## config.mk

```make
export PLATFORM = sky130hd
export DESIGN_NAME = pwm_capture_ip
export DESIGN_NICKNAME = d
export VERILOG_FILES = /design/src/rtl/pwm_capture_pkg.sv /design/src/rtl/pwm_in_sync.sv /design/src/rtl/pwm_capture_ip.sv
export SDC_FILE = /design/constraint.sdc
export NUM_CORES = 1
export LEC_CHECK = 0
export CAP_MARGIN = 10
export CORE_ASPECT_RATIO = 0.9
export CORE_MARGIN = 1.5
export CORE_UTILIZATION = 46
export DETAILED_ROUTE_END_ITERATION = 10
export HOLD_SLACK_MARGIN = 0.06
export PLACE_DENSITY = 0.67
export SKIP_LAST_GASP = 1
export SLEW_MARGIN = 20
export SYNTH_ARGS = -nofsm -noshare
export SYNTH_HDL_FRONTEND = slang
export SYNTH_HIERARCHICAL = 1
export SYNTH_SLANG_ARGS = --single-unit
```

## constraint.sdc

```tcl
create_clock -name clk -period 15.8 [get_ports clk]
set_clock_uncertainty 0.05 [all_clocks]
set_input_delay 4.74 -clock clk [delete_from_list [all_inputs] [get_ports clk]]
set_output_delay 4.74 -clock clk [all_outputs]
set_load 0.02 [all_outputs]
```

## src/rtl/pwm_capture_pkg.sv

```systemverilog
// Shared constants for the PWM capture block: register map, CTRL/STATUS
// bit positions and the measurement FSM state encoding.
package pwm_capture_pkg;

  localparam logic [3:0] ADDR_CTRL   = 4'h0;
  localparam logic [3:0] ADDR_PERIOD = 4'h4;
  localparam logic [3:0] ADDR_HIGH   = 4'h8;
  localparam logic [3:0] ADDR_STATUS = 4'hC;

  localparam int CTRL_EN     = 0;
  localparam int CTRL_POL    = 1;
  localparam int CTRL_IRQ_EN = 2;

  localparam int ST_VALID   = 0;
  localparam int ST_OVERRUN = 1;
  localparam int ST_TIMEOUT = 2;
  localparam int ST_LEVEL   = 3;

  typedef enum logic [1:0] {
    IDLE      = 2'd0,
    ARM       = 2'd1,
    MEAS_HIGH = 2'd2,
    MEAS_LOW  = 2'd3
  } state_t;

endpackage

```

## src/rtl/pwm_in_sync.sv

```systemverilog
// Brings pwm_in into the clk domain and produces polarity-adjusted level
// plus single-cycle rise/fall strobes.
module pwm_in_sync (
  input  logic clk,
  input  logic reset,
  input  logic pwm_in,
  input  logic pol,
  output logic lvl,
  output logic rise,
  output logic fall
);

  logic s1, s2, raw_d;
  logic lvl_d;

  always_ff @(posedge clk or posedge reset) begin
    if (reset) begin
      s1    <= 1'b0;
      s2    <= 1'b0;
      raw_d <= 1'b0;
    end else begin
      s1    <= pwm_in;
      s2    <= s1;
      raw_d <= s2;
    end
  end

  // Delayed level is held before inversion so a POL change never fakes an edge.
  assign lvl   = s2 ^ pol;
  assign lvl_d = raw_d ^ pol;
  assign rise  = lvl & ~lvl_d;
  assign fall  = ~lvl & lvl_d;

endmodule

```

## src/rtl/pwm_capture_ip.sv

```systemverilog
// PWM period / high-time capture with a small register interface:
// FSM + cycle counter, result registers, W1C status and level interrupt.
module pwm_capture_ip
  import pwm_capture_pkg::*;
#(
  parameter logic [31:0] TIMEOUT_CYCLES = 32'd1_000_000
) (
  input  logic        clk,
  input  logic        reset,
  input  logic        i_sel,
  input  logic        i_we,
  input  logic [3:0]  i_addr,
  input  logic [31:0] i_wdata,
  output logic [31:0] o_rdata,
  input  logic        pwm_in,
  output logic        irq
);

  logic        en, pol, irq_en;
  logic        valid, overrun, timeout;
  logic [31:0] period, high, high_tmp, cnt;
  state_t      state, state_n;

  logic [31:0] period_n, high_n, high_tmp_n, cnt_n;
  logic        set_valid, set_overrun, set_timeout;
  logic        lvl, rise, fall;
  logic        wr, ctrl_wr, status_wr, en_eff, pol_chg;
  logic        wdata_unused;

  pwm_in_sync u_sync (
    .clk    (clk),
    .reset  (reset),
    .pwm_in (pwm_in),
    .pol    (pol),
    .lvl    (lvl),
    .rise   (rise),
    .fall   (fall)
  );

  assign wr        = i_sel & i_we;
  assign ctrl_wr   = wr && (i_addr == ADDR_CTRL);
  assign status_wr = wr && (i_addr == ADDR_STATUS);
  // Disable and polarity changes act on the write edge itself.
  assign en_eff    = ctrl_wr ? i_wdata[CTRL_EN] : en;
  assign pol_chg   = ctrl_wr && (i_wdata[CTRL_POL] != pol);
  assign wdata_unused = ^i_wdata[31:3];

  always_comb begin
    state_n     = state;
    cnt_n       = cnt;
    period_n    = period;
    high_n      = high;
    high_tmp_n  = high_tmp;
    set_valid   = 1'b0;
    set_overrun = 1'b0;
    set_timeout = 1'b0;
    if (!en_eff) begin
      state_n = IDLE;
      cnt_n   = 32'd0;
    end else if (state == IDLE || pol_chg) begin
      state_n = ARM;
      cnt_n   = 32'd0;
    end else if (cnt == TIMEOUT_CYCLES) begin
      set_timeout = 1'b1;
      state_n     = ARM;
      cnt_n       = 32'd0;
    end else begin
      cnt_n = cnt + 32'd1;
      unique case (state)
        ARM: if (rise) begin
          state_n = MEAS_HIGH;
          cnt_n   = 32'd1;
        end
        MEAS_HIGH: if (fall) begin
          state_n    = MEAS_LOW;
          high_tmp_n = cnt;
        end
        MEAS_LOW: if (rise) begin
          state_n     = MEAS_HIGH;
          period_n    = cnt;
          high_n      = high_tmp;
          cnt_n       = 32'd1;
          set_valid   = 1'b1;
          set_overrun = valid;
        end
        default: ;
      endcase
    end
  end

  always_ff @(posedge clk or posedge reset) begin
    if (reset) begin
      state    <= IDLE;
      cnt      <= 32'd0;
      period   <= 32'd0;
      high     <= 32'd0;
      high_tmp <= 32'd0;
    end else begin
      state    <= state_n;
      cnt      <= cnt_n;
      period   <= period_n;
      high     <= high_n;
      high_tmp <= high_tmp_n;
    end
  end

  always_ff @(posedge clk or posedge reset) begin
    if (reset) begin
      en      <= 1'b0;
      pol     <= 1'b0;
      irq_en  <= 1'b0;
      valid   <= 1'b0;
      overrun <= 1'b0;
      timeout <= 1'b0;
    end else begin
      if (ctrl_wr) begin
        en     <= i_wdata[CTRL_EN];
        pol    <= i_wdata[CTRL_POL];
        irq_en <= i_wdata[CTRL_IRQ_EN];
      end
      // Hardware set wins over a same-cycle W1C.
      valid   <= (valid   & ~(status_wr & i_wdata[ST_VALID]))   | set_valid;
      overrun <= (overrun & ~(status_wr & i_wdata[ST_OVERRUN])) | set_overrun;
      timeout <= (timeout & ~(status_wr & i_wdata[ST_TIMEOUT])) | set_timeout;
    end
  end

  assign irq = irq_en & (valid | timeout);

  always_comb begin
    o_rdata = 32'd0;
    if (i_sel && !i_we) begin
      unique case (i_addr)
        ADDR_CTRL:   o_rdata = {29'd0, irq_en, pol, en};
        ADDR_PERIOD: o_rdata = period;
        ADDR_HIGH:   o_rdata = high;
        ADDR_STATUS: o_rdata = {cnt[15:0], 12'd0, lvl, timeout, overrun, valid};
        default:     o_rdata = 32'd0;
      endcase
    end
  end

endmodule

```

==> results.yml <==
status:
  status: "finished clean"
clocking:
  cts_resized: 0
  cts_max_level: 4
  cts_made_buffers: 17
  cts_hold_buf: 0
  cts.path.max_buffers: 2
  clk_pin_slew_ps: 60
  cts-root-buf: "clkbuf_16"
  clk_latency_ps: 410
  cts_num_sinks: 139
  post-cts-setup-buffers: 0
  cts_tree: "yes"
global_route:
  antenna_found_initial: 0
  grtUsageTotal: 0.202
  grt_start_max_net_pins: 72
  grt_pass1_wl_um: 23700
  grt_pass1_vias: 4428
  gr-total-overflow: 0
worst_setup_path:
  r2r-end: "period[17]"
  r2r_start: "cnt[0]"
  critPathBufInv: 3
  path_max_fanout: 25
  cp.arrival_ps: 7160
  path_depth: 7
  crit_path_end: "o_rdata[11]"
  r2r_slack_ps: 12840
  path_cells: "clkdlybuf4s50_1, buf_4, nor2b_1, and2_1, a22oi_1, nor2_1, clkdlybuf4s50_1"
  setup.worst_path.end_class: "output pin"
  critical_path.startpoint: "i_addr[2]"
  cp_slowest_cell: "clkdlybuf4s50_1"
  crit_family: "buffers and inverters"
  cp_slowest_stage_delay_ps: 610
  required_ps: 11010
  path_common_cell: "clkdlybuf4s50_1"
  ff2ff_path_depth: 7
  criticalPathCategory: "in -> out"
  start_kind: "primary input"
sta:
  finalCritPeriodShare: 0.756
  setup_viol: 0
  hold_viol_final: 0
  max_freq_ghz: 0.0837
  fin_setup_tns_ps: 0
  drv_slew: 0
  min_period_ps: 11950
  slew_headroom: 0.272
  rsz0062_at_grt: "false"
  worst_pin_slew_ps: 1090
layout:
  drive_gt1_frac: 0.300
  final_net_count: 608
  fillerInstances: 1188
  multiInputGateArea_sq_mm: 0.00299
  antenna_cells: 0
  area_growth_pct: 16.8
  regArea_sq_mm: 0.00348
min_path:
  hp-class: "reg -> reg"
placement:
  dp_hpwl_um: 9070
  place.gp.congestion: 0.792
  io_buffer_count: 44
route:
  postRouteAntennaNets: 0
  wl_per_cell_um: 18.6
  dr.pass1.iters: 4
  drc: 0
  dr_total_vias: 4207
  drt_iter0_markers: 249
  vias_per_cell: 5.46
  wirelength_um: 14300
floorplanning:
  die_x_um: 130
  row_count: 41
  die_area_sq_mm: 0.0154
  core_area_sq_mm: 0.0142
  ios: 74
  die_h_um: 118
  start_util: 0.475
synthesis:
  syn_nets: 571
  syn_area_sq_mm: 0.00673
  async_reset_ff_frac: 1.00
  yosys.area.top_type: "dfrtp_1"
  synthFlopType: "dfrtp_1"
  ys_seq_area_frac: 0.517
  ys_top_cells_by_area: "dfrtp_1 (52%), mux2_2 (13%), mux2_4 (8.7%), nor2_1 (3.8%), a22oi_1 (3.2%)"
  ys_ff_latch: 139
  synth_cells: 527
  syn-mean-instance-area_sq_um: 12.8
  synth_top_area_frac: 0.517
  ys_warn_count: 6
  synth_edf_count: 0
  synth_cell_types: 47
pwr:
  finalPower_uw: 812
  ir_drop_uv: 71.9
  power_leakage_nw: 3.46
  p_per_area_mw_per_mm2: 103
job:
  drv_cap: 0
[worst min-delay path by stage]
stage / from / cells after the start / slack (ps) / endpoint
after floorplan: u_sync/s1 / 0 / 280 / u_sync/s2
after global placement: u_sync/s1 / 0 / 280 / u_sync/s2
after detailed placement: u_sync/s1 / 0 / 290 / u_sync/s2
after CTS: u_sync/s1 / 0 / 300 / u_sync/s2
after global routing: u_sync/s1 / 0 / 310 / u_sync/s2
final: u_sync/s1 / 0 / 300 / u_sync/s2
[cells by family after synthesis]
family,synth area share
simple gates,0.124
flops,0.517
mux,0.231
buf+inv,0.0394
compound gates,0.0418
xor+xnor,0.0417
fa+ha+maj,0.00558
[power breakdown]
part           switching [mW]  total, mW  internal (mW)
combinational          0.0236     0.0373         0.0136
clock                   0.147      0.410          0.263
sequential            0.00553      0.365          0.360
total                   0.176      0.812          0.636
[area by class of cell]
class,instances,area share
clock buffer,19,0.0551
tap,193,0.0307
inverter,7,0.00366
timing repair buffer,53,0.0647
sequential,139,0.443
clock inverter,13,0.0223
multi-input combinational,346,0.381
[state kept, by name, summed over array words and instances, names as in the netlist]
register and flops:
valid 1, overrun 1, cnt 32, irq_en 1
timeout 1, en 1, period 32, high 32
u_sync/s2 1, u_sync/s1 1, u_sync/raw_d 1, high_tmp 32
pol 1, state 2
[cells in the final DEF (no fill, tap or decap), drive strengths merged, types with 9 or more instances in the layout]
cell type,synthesis,layout
xor2,24,24
nand4,13,13
nand3,17,17
dfrtp,139,139
mux2,117,117
clkdlybuf4s50,0,44
clkbuf,16,19
buf,19,9
nor2,70,70
a22oi,29,29
nand2,14,14
[through the flow]
step	hold slack, ps	utilization	std cells	cell area (sq um)	setup slack, ps
3_5_place_dp	288	0.512	738	7250	3850
4_1_cts	301	0.555	770	7860	3830
3_3_place_gp	285	0.512	738	7250	3830
2_1_floorplan	281	-	527	6730	4870
5_1_grt	308	0.555	770	7860	3680
6_report	298	0.555	770	7860	3850
[worst reg2reg max path: stages (launching register included)]
cell,delay (ps)
dfrtp_1,580
inv_1,100
ha_1,200
and4bb_2,220
nand4_2,170
nor3b_4,210
buf_4,850
mux2_2,460
[Yosys cell counts (7+ instances only)]
cell type and instances:
xor2_1 24, xnor2_1 8, nor2_1 68, a22oi_1 29, mux2_2 77, dfrtp_1 139
inv_1 7, clkbuf_1 16, nand2_1 14, mux2_4 39, nand3_1 17, nand4_1 10
[per-layer routing]
| metal | track usage | wire length [um] |
|---|---|---|
| met1 | 0.283 | 6820 |
| met2 | 0.311 | 6690 |
| met3 | 0.0545 | 598 |
| met4 | 0.0556 | 174 |
| met5 | 0 | 0 |
(Power assumes the default switching activity.)
